<file path="config.mk">
export PLATFORM = sky130hd
export DESIGN_NAME = machine_ctrl
export DESIGN_NICKNAME = d
export VERILOG_FILES = /design/src/rtl/cpu_pkg.sv /design/src/rtl/machine_decode.sv /design/src/rtl/machine_ctrl.sv
export SDC_FILE = /design/constraint.sdc
export NUM_CORES = 1
export LEC_CHECK = 0
export ABC_CLOCK_PERIOD_IN_PS = 3500
export BUFFER_PORTS_ARGS = -buffer_cell sky130_fd_sc_hd__buf_2
export CORE_MARGIN = 2
export CORE_UTILIZATION = 28
export CTS_CLUSTER_DIAMETER = 150
export DETAILED_ROUTE_END_ITERATION = 10
export PLACE_DENSITY_LB_ADDON = 0.1
export SYNTH_ARGS = -nofsm -noshare
export SYNTH_HDL_FRONTEND = slang
export SYNTH_SLANG_ARGS = --single-unit
</file>
<file path="constraint.sdc">
create_clock -name clk1 -period 3.5 [get_ports clk1]
set_clock_uncertainty 0.15 [all_clocks]
set_input_delay 0.35 -clock clk1 [delete_from_list [all_inputs] [get_ports clk1]]
set_output_delay 0.35 -clock clk1 [all_outputs]
set_load 0.01 [all_outputs]
</file>
<file path="src/rtl/cpu_pkg.sv">
// cpu_pkg: shared opcode/step encodings and control-strobe bundle for the
// accumulator CPU sequencer.
package cpu_pkg;

    localparam int OPC_W = 3;

    localparam logic [OPC_W-1:0] OPC_HLT = 3'b000;
    localparam logic [OPC_W-1:0] OPC_SKZ = 3'b001;
    localparam logic [OPC_W-1:0] OPC_ADD = 3'b010;
    localparam logic [OPC_W-1:0] OPC_AND = 3'b011;
    localparam logic [OPC_W-1:0] OPC_XOR = 3'b100;
    localparam logic [OPC_W-1:0] OPC_LDA = 3'b101;
    localparam logic [OPC_W-1:0] OPC_STO = 3'b110;
    localparam logic [OPC_W-1:0] OPC_JMP = 3'b111;

    localparam logic [2:0] S0 = 3'd0;
    localparam logic [2:0] S1 = 3'd1;
    localparam logic [2:0] S2 = 3'd2;
    localparam logic [2:0] S3 = 3'd3;
    localparam logic [2:0] S4 = 3'd4;
    localparam logic [2:0] S5 = 3'd5;
    localparam logic [2:0] S6 = 3'd6;
    localparam logic [2:0] S7 = 3'd7;

    typedef struct packed {
        logic load_ir;
        logic rd;
        logic wr;
        logic inc_pc;
        logic load_pc;
        logic load_acc;
        logic datactl_ena;
        logic halt;
    } strobes_t;

    // Opcodes that read an operand and run it through the ALU into the accumulator
    function automatic logic is_aluop(input logic [OPC_W-1:0] opc);
        return (opc == OPC_ADD) || (opc == OPC_AND) ||
               (opc == OPC_XOR) || (opc == OPC_LDA);
    endfunction

endpackage

</file>
<file path="src/rtl/machine_decode.sv">
// machine_decode: pure combinational step/opcode/zero -> control strobe table.
module machine_decode
    import cpu_pkg::*;
(
    input  logic [2:0]       state,
    input  logic [OPC_W-1:0] opcode,
    input  logic             zero,
    output strobes_t         strb
);

    // one row of the strobe table per sequencer step
    always_comb begin
        strb = '0;
        case (state)
            S0, S1: begin
                strb.load_ir = 1'b1;
                strb.rd      = 1'b1;
                strb.inc_pc  = 1'b1;
            end
            S2: begin
            end
            S3: begin
                if (opcode == OPC_HLT) strb.halt   = 1'b1;
                else                   strb.inc_pc = 1'b1;
            end
            S4: begin
                strb.rd          = is_aluop(opcode);
                strb.datactl_ena = (opcode == OPC_STO);
                strb.load_pc     = (opcode == OPC_JMP);
            end
            S5: begin
                strb.rd          = is_aluop(opcode);
                strb.load_acc    = is_aluop(opcode);
                strb.datactl_ena = (opcode == OPC_STO);
                strb.wr          = (opcode == OPC_STO);
                strb.load_pc     = (opcode == OPC_JMP);
            end
            S6: begin
                strb.datactl_ena = (opcode == OPC_STO);
                strb.inc_pc      = (opcode == OPC_SKZ) && zero;
            end
            S7: begin
                strb.inc_pc      = (opcode == OPC_SKZ) && zero;
            end
        endcase
    end

endmodule

</file>
<file path="src/rtl/machine_ctrl.sv">
// machine_ctrl: 8-step instruction sequencer for the 8-bit accumulator CPU.
// Optional single-step gate: define MACHINE_STEP_EN to add the step input.
//
// state | meaning
// S0    | fetch IR high byte; waits here while ena low (or for step)
// S1    | fetch IR low byte
// S2    | opcode settles
// S3    | HLT check, otherwise PC increment; parks here when halted
// S4    | operand read / store drive / jump load
// S5    | accumulate / memory write / jump load
// S6    | store drive tail, SKZ skip increment
// S7    | SKZ skip increment
module machine_ctrl
    import cpu_pkg::*;
#(
    parameter int HALT_STICKY = 1
)(
    input  logic             clk1,
    input  logic             rst,
    input  logic             ena,
    input  logic [OPC_W-1:0] opcode,
    input  logic             zero,
`ifdef MACHINE_STEP_EN
    input  logic             step,
`endif
    output logic             load_ir,
    output logic             rd,
    output logic             wr,
    output logic             inc_pc,
    output logic             load_pc,
    output logic             load_acc,
    output logic             datactl_ena,
    output logic             halt,
    output logic [2:0]       state
);

    logic     halted;
    logic     start;
    logic     active;
    strobes_t dec;

`ifdef MACHINE_STEP_EN
    assign start = step;
`else
    assign start = 1'b1;
`endif

    machine_decode u_decode (
        .state  (state),
        .opcode (opcode),
        .zero   (zero),
        .strb   (dec)
    );

    // step counter with ena abort, S0 run gate and sticky halt park
    always_ff @(posedge clk1 or negedge rst) begin
        if (!rst) begin
            state  <= S0;
            halted <= 1'b0;
        end else if (!halted) begin
            if (!ena) begin
                state <= S0;
            end else if (state == S0 && !start) begin
                state <= S0;
            end else if (state == S3 && opcode == OPC_HLT && HALT_STICKY != 0) begin
                halted <= 1'b1;
            end else begin
                state <= state + 3'd1;
            end
        end
    end

    // strobes are live only out of reset, not parked, and once S0 is allowed to run;
    // gating with rst keeps every strobe low for the whole reset assertion
    assign active = rst & ~halted & ((state != S0) | (ena & start));

    assign load_ir     = active & dec.load_ir;
    assign rd          = active & dec.rd;
    assign wr          = active & dec.wr;
    assign inc_pc      = active & dec.inc_pc;
    assign load_pc     = active & dec.load_pc;
    assign load_acc    = active & dec.load_acc;
    assign datactl_ena = active & dec.datactl_ena;
    assign halt        = rst & (halted | (active & dec.halt));

endmodule

</file>
; Word level (Yosys, flattened, before mapping)
; Cells that the tools add are included.
; Widths: inputs -> output; s select.
[word_totals]
input_bits = 7
ff_bits = 4
elab_cells = 59
output_inout_bits = 11
[op_classes]
n_addsub = 1
bitwise = 14
muxes = 15
eq_ne = 14
n_reduce_logical = 13
[op_table]
columns = operator, n
row1 = $eq 3x3->1 const B, 8
row2 = $and 1x1->1, 11
row3 = $mux 1, 11
row4 = $eq 3x2->1 const B, 3
row5 = $eq 3x1->1 const B, 2
row6 = $logic_not 3->1, 2
row7 = $mux 3, 2
row8 = $reduce_or 2->1, 3
row9 = $add 3x1->3 const B, 1
row10 = $logic_or 1x1->1, 3
row11 = $pmux 1 s3, 1
row12 = $reduce_bool 3->1, 1
row13 = $reduce_or 3->1, 1
row14 = $logic_and 1x1->1, 2
row15 = $ne 2x2->1 const B, 1
row16 = $or 1x1->1, 2
row17 = $pmux 1 s2, 1
row18 = $reduce_and 2->1, 1
row19 = $not 1->1, 1

; Longest topological paths before layout
; Gate-level depths: netlist (run 1).
[depth]
depth_word = 6
ltp_mapped = 6
ltp_nobuf = 5

; Cells and area by module
; From an unflattened synthesis (run 1), not the netlist that was laid out.
[hier_totals]
hier_cells = 46
hier_area_um2 = 409.1
[modules_own_cells]
columns = mod, seq_area_each_um2, area_per_inst_um2, cells_per_inst, n_inst
row1 = machine_ctrl, 100.1, 305.3, 29, 1
row2 = machine_decode, 0.0, 103.8, 17, 1

; Worst setup path after synthesis (run 1)
; No wires, ideal clock.
[synth_timing]
path_type = register to output
from = register state[1]
to = output port load_pc
stages_incl_launch_ff = 6
n_path_buf = 0
arrival_ps = 1582
required_time_ps = 3000
path_slack_ps = 1418
path_cell_list = dfrtp_1 > inv_1 > ha_1 > nor3b_2 > or3_4 > nor3_1
[synth_via]
elab_chain_cells = 4
elab_cells_between_ends = 8
cone_classes = 2 x eq/ne / 1 x mux / 3 x bitwise / 2 x reduce/logical
[synth_rtl]
columns = item, line
row1 = "start, declared", machine_ctrl.sv:34  ; output logic [2:0] state
row2 = "start signal, assigned", machine_ctrl.sv:68  ; state <= state + 3'd1;
row3 = $eq 3x3->1 or $reduce_bool 3->1 (tied branches), "machine_decode.sv:14, machine_ctrl.sv:75"
row4 = $reduce_or 2->1 (no source line) or $or 1x1->1 (tied branches), n/a
row5 = $mux 1 or $and 1x1->1 (tied branches), n/a
row6 = $and 1x1->1 *, machine_ctrl.sv:81  ; assign load_pc = active & dec.load_pc;
row7 = "end, declared", machine_ctrl.sv:30  ; output logic load_pc,
; Every way passes the cells marked *; elsewhere a longest branch is shown, timed or not.

; Worst setup path in the final report (run 1)
; Ends and elaborated chain as after synthesis.

==> results of run 1 <==
## state kept, by name, summed over array words and instances (netlist names)
signal / count
halted: 1
state: 3
## cell usage after synthesis, types with 2 or more instances
cell type | n | area share
nor3_1 | 3 | 0.037
inv_1 | 5 | 0.046
nand3_1 | 2 | 0.025
dfrtp_1 | 4 | 0.25
nand2_1 | 2 | 0.018
ha_1 | 5 | 0.15
nor2_1 | 2 | 0.018
nand2b_1 | 2 | 0.031
a22o_1 | 2 | 0.043
## final cells by class
| cell class | count | area, µm² | share of cell area |
|---|---|---|---|
| multi-input combinational | 34 | 280 | 0.523 |
| tap | 15 | 18.8 | 0.0350 |
| timing repair buffer | 18 | 95.1 | 0.178 |
| clock buffer | 3 | 22.5 | 0.0421 |
| sequential | 4 | 100 | 0.187 |
| inverter | 5 | 18.8 | 0.0350 |
## placed cells by master (no fill, tap or decap), drive strengths merged
cell / count
a21o: 1
a21oi: 1
a22o: 2
a22oi: 1
a311oi: 1
and2: 1
buf: 17
clkbuf: 3
dfrtp: 4
dlygate4sd3: 1
ha: 5
inv: 5
nand2: 2
nand2b: 2
nand3: 2
nand4: 1
nor2: 2
nor2b: 1
nor3: 3
nor3b: 1
nor4b: 1
o21a: 1
o21ai: 1
o311ai: 1
o31a: 1
or3: 2
xnor2: 1
## metrics by stage
stage / power (mW) / hold slack [ps]
2_1_floorplan: 0.213 / -95.6
3_3_place_gp: 0.275 / 25.9
3_5_place_dp: 0.272 / 25.5
4_1_cts: 0.333 / 270
5_1_grt: 0.357 / 268
6_report: 0.326 / 276
## power by group through the flow
stage	registers (mW)	clock network, mW	logic [mW]
after floorplan	0.0910	0	0.122
after global placement	0.0991	0	0.176
final	0.0979	0.0559	0.172
after global routing	0.104	0.0641	0.190
after CTS	0.0982	0.0589	0.176
after detailed placement	0.0989	0	0.173
## worst max path at each step
stage          slack (ps)  cells past startpoint      end
6_report             1090                      6  load_pc
5_1_grt               950                      6  load_pc
4_1_cts              1070                      6  load_pc
3_5_place_dp         1330                      6  load_pc
3_3_place_gp         1310                      6  load_pc
2_1_floorplan        1420                      5  load_pc
## timing repair
action                                  CTS  global route
endpoints found under the setup margin    0             0
hold endpoints to repair                  4             0
setup buffers                             0             0
gates resized for setup                   0             0
hold buffers                              1             0
## kinds of logic (layout without fill, tap and decap cells)
kind of cell	Yosys count	after routing	share of synthesized area
simple gates	18	18	0.308
buf+inv	6	26	0.0646
flops	4	4	0.246
xor+xnor	1	1	0.0215
fa+ha+maj	5	5	0.154
compound gates	10	10	0.206
## layer usage
metal / GRT usage / part of all wire / wire [µm] / vias up
li1: - / - / - / 201
met1: 0.143 / 0.52 / 474 / 182
met2: 0.159 / 0.43 / 394 / 10
met3: 0.0474 / 0.052 / 48 / 0
met4: 0.0375 / 0 / 0 / 0
met5: 0 / 0 / 0 / -
==> summary.txt, run 1 <==
Worst setup path
  – Critical path data arrival time: approximately 1900 ps
  – CP peak stage delay: 470 ps
  – Buf/Inv on CP: 2
  – Worst r2r dst: state[1]$_DFFE_PN0P_
  – Endpoint class of the critical path: output port
  – R2r setup slk: ~1800 ps
  – Worst Setup SP: state[1]$_DFFE_PN0P_
  – CP Data Required Time: 3000 ps
  – Crit Reg-Reg Startpoint: state[1]$_DFFE_PN0P_
  – Crit-path cells: inv_1, ha_1, nor3b_2, or3_4, nor3_1, buf_2
  – Startpoint Class: flop
  – Critical path's slowest cell: dfrtp_1
  – CP Max Fanout: 7
  – CP delay by family, top: simple AND/OR/NAND/NOR gates
  – WS Path Type: flop to output port
  – Cells on worst reg2reg path: 5

STA
  – Max Clock Freq: 415 MHz
  – Setup_tns: 0 ps
  – Slew @ Worst Pin: just over 300 ps
  – Post-route minimum period: 2410 ps
  – Slew Viols, Final: 0
  – Slew HR: 0.792
  – Setup-violating endpoint count in the final report: 0
  – PnR worst setup slack: between 1000 and 1500 ps
  – Final hold violations: 0
  – Final period util: 0.689
  – RSZ-0062 raised after global routing: no

Clock tree
  – Clock-pin slew on the worst setup and hold paths: 40 ps
  – Number of buffers created by CTS: 3
  – TritonCTS clock tree: yes
  – H-tree levels: 1
  – Clk Latency, worst-skew pair: 230 ps
  – Clk sinks: 4
  – Clock root cell: clkbuf_4
  – Bufs on Longest Clock Path: 2

Cells and area
  – Final nets: 78
  – Finished Layout Cells: 79
  – Ant. Diodes: 0
  – Finished Core Util: 0.402
  – Final instance area: roughly 540 µm²
  – Layout cells sized above 1: 0.391
  – Area delta synth->final: 31.7%
  – Filler cell count: 145

Power and ir drop
  – Net Sw Frac: 0.427
  – Comb power frac: 0.528
  – Sequential power share: 0.301
  – VDD IR max: 231 µV
  – Leakage: 0.275 nW
  – Pwr/cell area: 608 mW/mm²
  – Int Power: between 150 and 200 µW
  – Switching Power: 139 µW
  – Clk network pwr share: 0.172

GRT
  – GRT Overall Usage: 0.109
  – Largest net degree at the start of global routing: 10
  – Vias in the first global route: ~350
  – Gr ovfl total: 0
  – First-pass GRT wire length: 1.50 mm
  – Number of antenna violations at the first check in global routing: 0

Detailed routing
  – WL final: around 920 µm
  – TritonRoute pass-1 iters: 3
  – Post-DRT Antenna Nets: 0
  – DRC: 0
  – Routed vias: roughly 390
  – Iter 0 DRT Violations: 15
  – Number of vias per cell: 4.97
  – Routed WL per cell: 11.6 µm

Place
  – Area after DPL: 503 µm²
  – Gpl congestion: ~0.75
  – Pre-CTS setup slack: between 1000 and 1500 ps
  – Placed insts: 75
  – Final HPWL DP: between 700 and 800 µm
  – Buffers on Ports: 17

Die
  – Starting Density: 0.305
  – Row cnt: 13
  – Core area: 0.00133 mm²
  – Die Area: 0.00177 mm²
  – Die height: 42.1 µm
  – # IOs: 18
  – Die width: 42.1 µm

Flow run
  – # Max-Cap Violations: 0

Min path
  – Min-Delay Path Class: input port to flop
  – WHS Path Cells: 2
  – WHS Endpoint: halted$_DFF_PN0_
  – Hold_sp: ena

Synth
  – Post-synth EDFFs: 0
  – Net Count, Synth: 56
  – Syn_area_per_cell: 9.24 µm²
  – Ys async rst share: 1.00
  – Post-synth top flop: dfrtp_1
  – Seq cells post-synth: 4
  – Synth cell types: 26
  – Sequential cell area fraction in the yosys report: 0.246
  – Synthesis Warnings: 0
  – Syn Std Cell Area: 407 µm²
  – Post-Synthesis Cells: 44

Outcome
  – Run status: finished, final reports clean
(Power assumes the default switching activity.)
==> inputs of run 2 (changes only) <==
- ABC_CLOCK_PERIOD_IN_PS: 3500 -> 2200
- clock period: 3.5 -> 2.2 ns (I/O delays scaled with it)
==> summary.txt, run 2 (synthesis gave the netlist of run 1 again) <==
Outcome
  – Run status: finished, final reports clean

STA
  – Setup-violating endpoint count in the final report: 0
  – Slew @ Worst Pin: 297 ps
  – PnR worst setup slack: 61.8 ps
  – Final period util: 0.972
  – Final hold violations: 0
  – RSZ-0062 raised after global routing: yes
  – Slew HR: 0.800
  – Slew Viols, Final: 0
  – Max Clock Freq: 468 MHz
  – Post-route minimum period: 2140 ps

Detailed routing
  – Number of vias per cell: 5.02
  – Routed vias: approximately 430
  – DRC: 0
  – Routed WL per cell: 12.2 µm
  – WL final: 1.04 mm
  – Post-DRT Antenna Nets: 0
  – Iter 0 DRT Violations: 8
  – TritonRoute pass-1 iters: 4

Worst setup path
  – Cells on worst reg2reg path: 6
  – WS Path Type: flop to output port
  – CP Data Required Time: 1830 ps
  – Critical path data arrival time: 1770 ps
  – R2r setup slk: 360 ps
  – Crit Reg-Reg Startpoint: state[0]$_DFFE_PN0P_
  – Worst r2r dst: state[2]$_DFFE_PN0P_
  – Endpoint class of the critical path: output port
  – CP Max Fanout: 5
  – Startpoint Class: flop

GRT
  – Gr ovfl total: 0
  – First-pass GRT wire length: approximately 1.7 mm
  – Largest net degree at the start of global routing: 9
  – Vias in the first global route: 378
  – GRT Overall Usage: 0.129
  – Number of antenna violations at the first check in global routing: 0

Clock tree
  – Clk Latency, worst-skew pair: 240 ps
  – H-tree levels: 1
  – TritonCTS clock tree: yes
  – Bufs on Longest Clock Path: 2
  – Clock root cell: clkbuf_4
  – Clk sinks: 4
  – Clock-pin slew on the worst setup and hold paths: 40 ps
  – Number of buffers created by CTS: 3

Place
  – Pre-CTS setup slack: 190 ps
  – Gpl congestion: about 0.76
  – Buffers on Ports: 17
  – Placed insts: 76
  – Final HPWL DP: around 760 µm

Cells and area
  – Most flops, register: state
  – Number of flip-flops in the largest register: 3
  – Regs by FF count: state: 3 flops, halted: 1 flops
  – Finished Core Util: 0.441
  – Ant. Diodes: 0
  – Filler cell count: 142
  – Layout cells sized above 1: 0.500
  – Leading cell types in the layout, fill and taps excluded: buf_2, buf_4, ha_1
  – Area delta synth->final: 44.6%
  – Finished Layout Cells: 85
  – Commonest non-fill, non-tap cell in the layout: buf_2
  – Final nets: 84

Die
  – Die height: 42.1 µm
  – Starting Density: 0.305
  – Die Area: 0.00177 mm²
  – Core area: 0.00133 mm²
  – Die width: 42.1 µm
  – # IOs: 18
  – Row cnt: 13

Flow run
  – # Max-Cap Violations: 0

Min path
  – Hold_sp: ena
  – WHS Endpoint: halted$_DFF_PN0_
  – Min-Delay Path Class: input port to flop
  – WHS Path Cells: 2

Power and ir drop
  – Leakage: 0.304 nW
  – Design Power: 587 µW
  – VDD IR max: 401 µV
  – Pwr/cell area: 998 mW/mm²
run 2: worst max path at each step:
| stage | from | to |
|---|---|---|
| after CTS | state[1]$_DFFE_PN0P_ | load_pc |
| after global routing | state[0]$_DFFE_PN0P_ | load_pc |
| after floorplan | state[1]$_DFFE_PN0P_ | load_pc |
| final | state[0]$_DFFE_PN0P_ | load_pc |
| after global placement | state[1]$_DFFE_PN0P_ | load_pc |
| after detailed placement | state[1]$_DFFE_PN0P_ | load_pc |
run 2: power breakdown:
part	switching (mW)	total, mW	internal (mW)
clock network	0.0300	0.0910	0.0610
registers	0.0339	0.140	0.106
logic	0.175	0.356	0.181
total	0.239	0.587	0.348
run 2: layout make-up:
| type | instances | area, µm² | share of cell area |
|---|---|---|---|
| Timing Repair Buffer | 24 | 140 | 0.238 |
| Tap cell | 15 | 18.8 | 0.0319 |
| Multi-Input combinational cell | 34 | 285 | 0.485 |
| Inverter | 5 | 18.8 | 0.0319 |
| Clock buffer | 3 | 22.5 | 0.0383 |
| Sequential cell | 4 | 103 | 0.174 |
run 2: per-layer routing:
| layer | track usage | up-vias | routed length (µm) |
|---|---|---|---|
| met5 | 0 | - | 0 |
| met4 | 0.0938 | 0 | 13 |
| met3 | 0.0474 | 2 | 57 |
| met2 | 0.169 | 18 | 483 |
| met1 | 0.171 | 194 | 484 |
| li1 | - | 213 | - |
run 2: what timing repair did:
| item | CTS | global route |
|---|---|---|
| pin swaps | 0 | 0 |
| endpoints found under the setup margin | 2 | 3 |
| hold buffers | 1 | 0 |
| setup buffers | 0 | 5 |
| gates resized for setup | 2 | 2 |
| hold endpoints to repair | 4 | 0 |
run 2: critical path: stages, from the launching register on:
cell and delay [ps]:
dfrtp_2 390, inv_1 70, ha_1 210, nor3b_2 180, or3_4 380, nor3_2 160
buf_2 150
run 2: metrics by stage:
step           TNS (ps)  cell area (µm²)  hold slack [ps]
2_1_floorplan         0              407             -226
3_3_place_gp          0              510             -105
3_5_place_dp          0              510             -102
4_1_cts               0              546              141
5_1_grt           -39.5              588              152
6_report              0              588              152
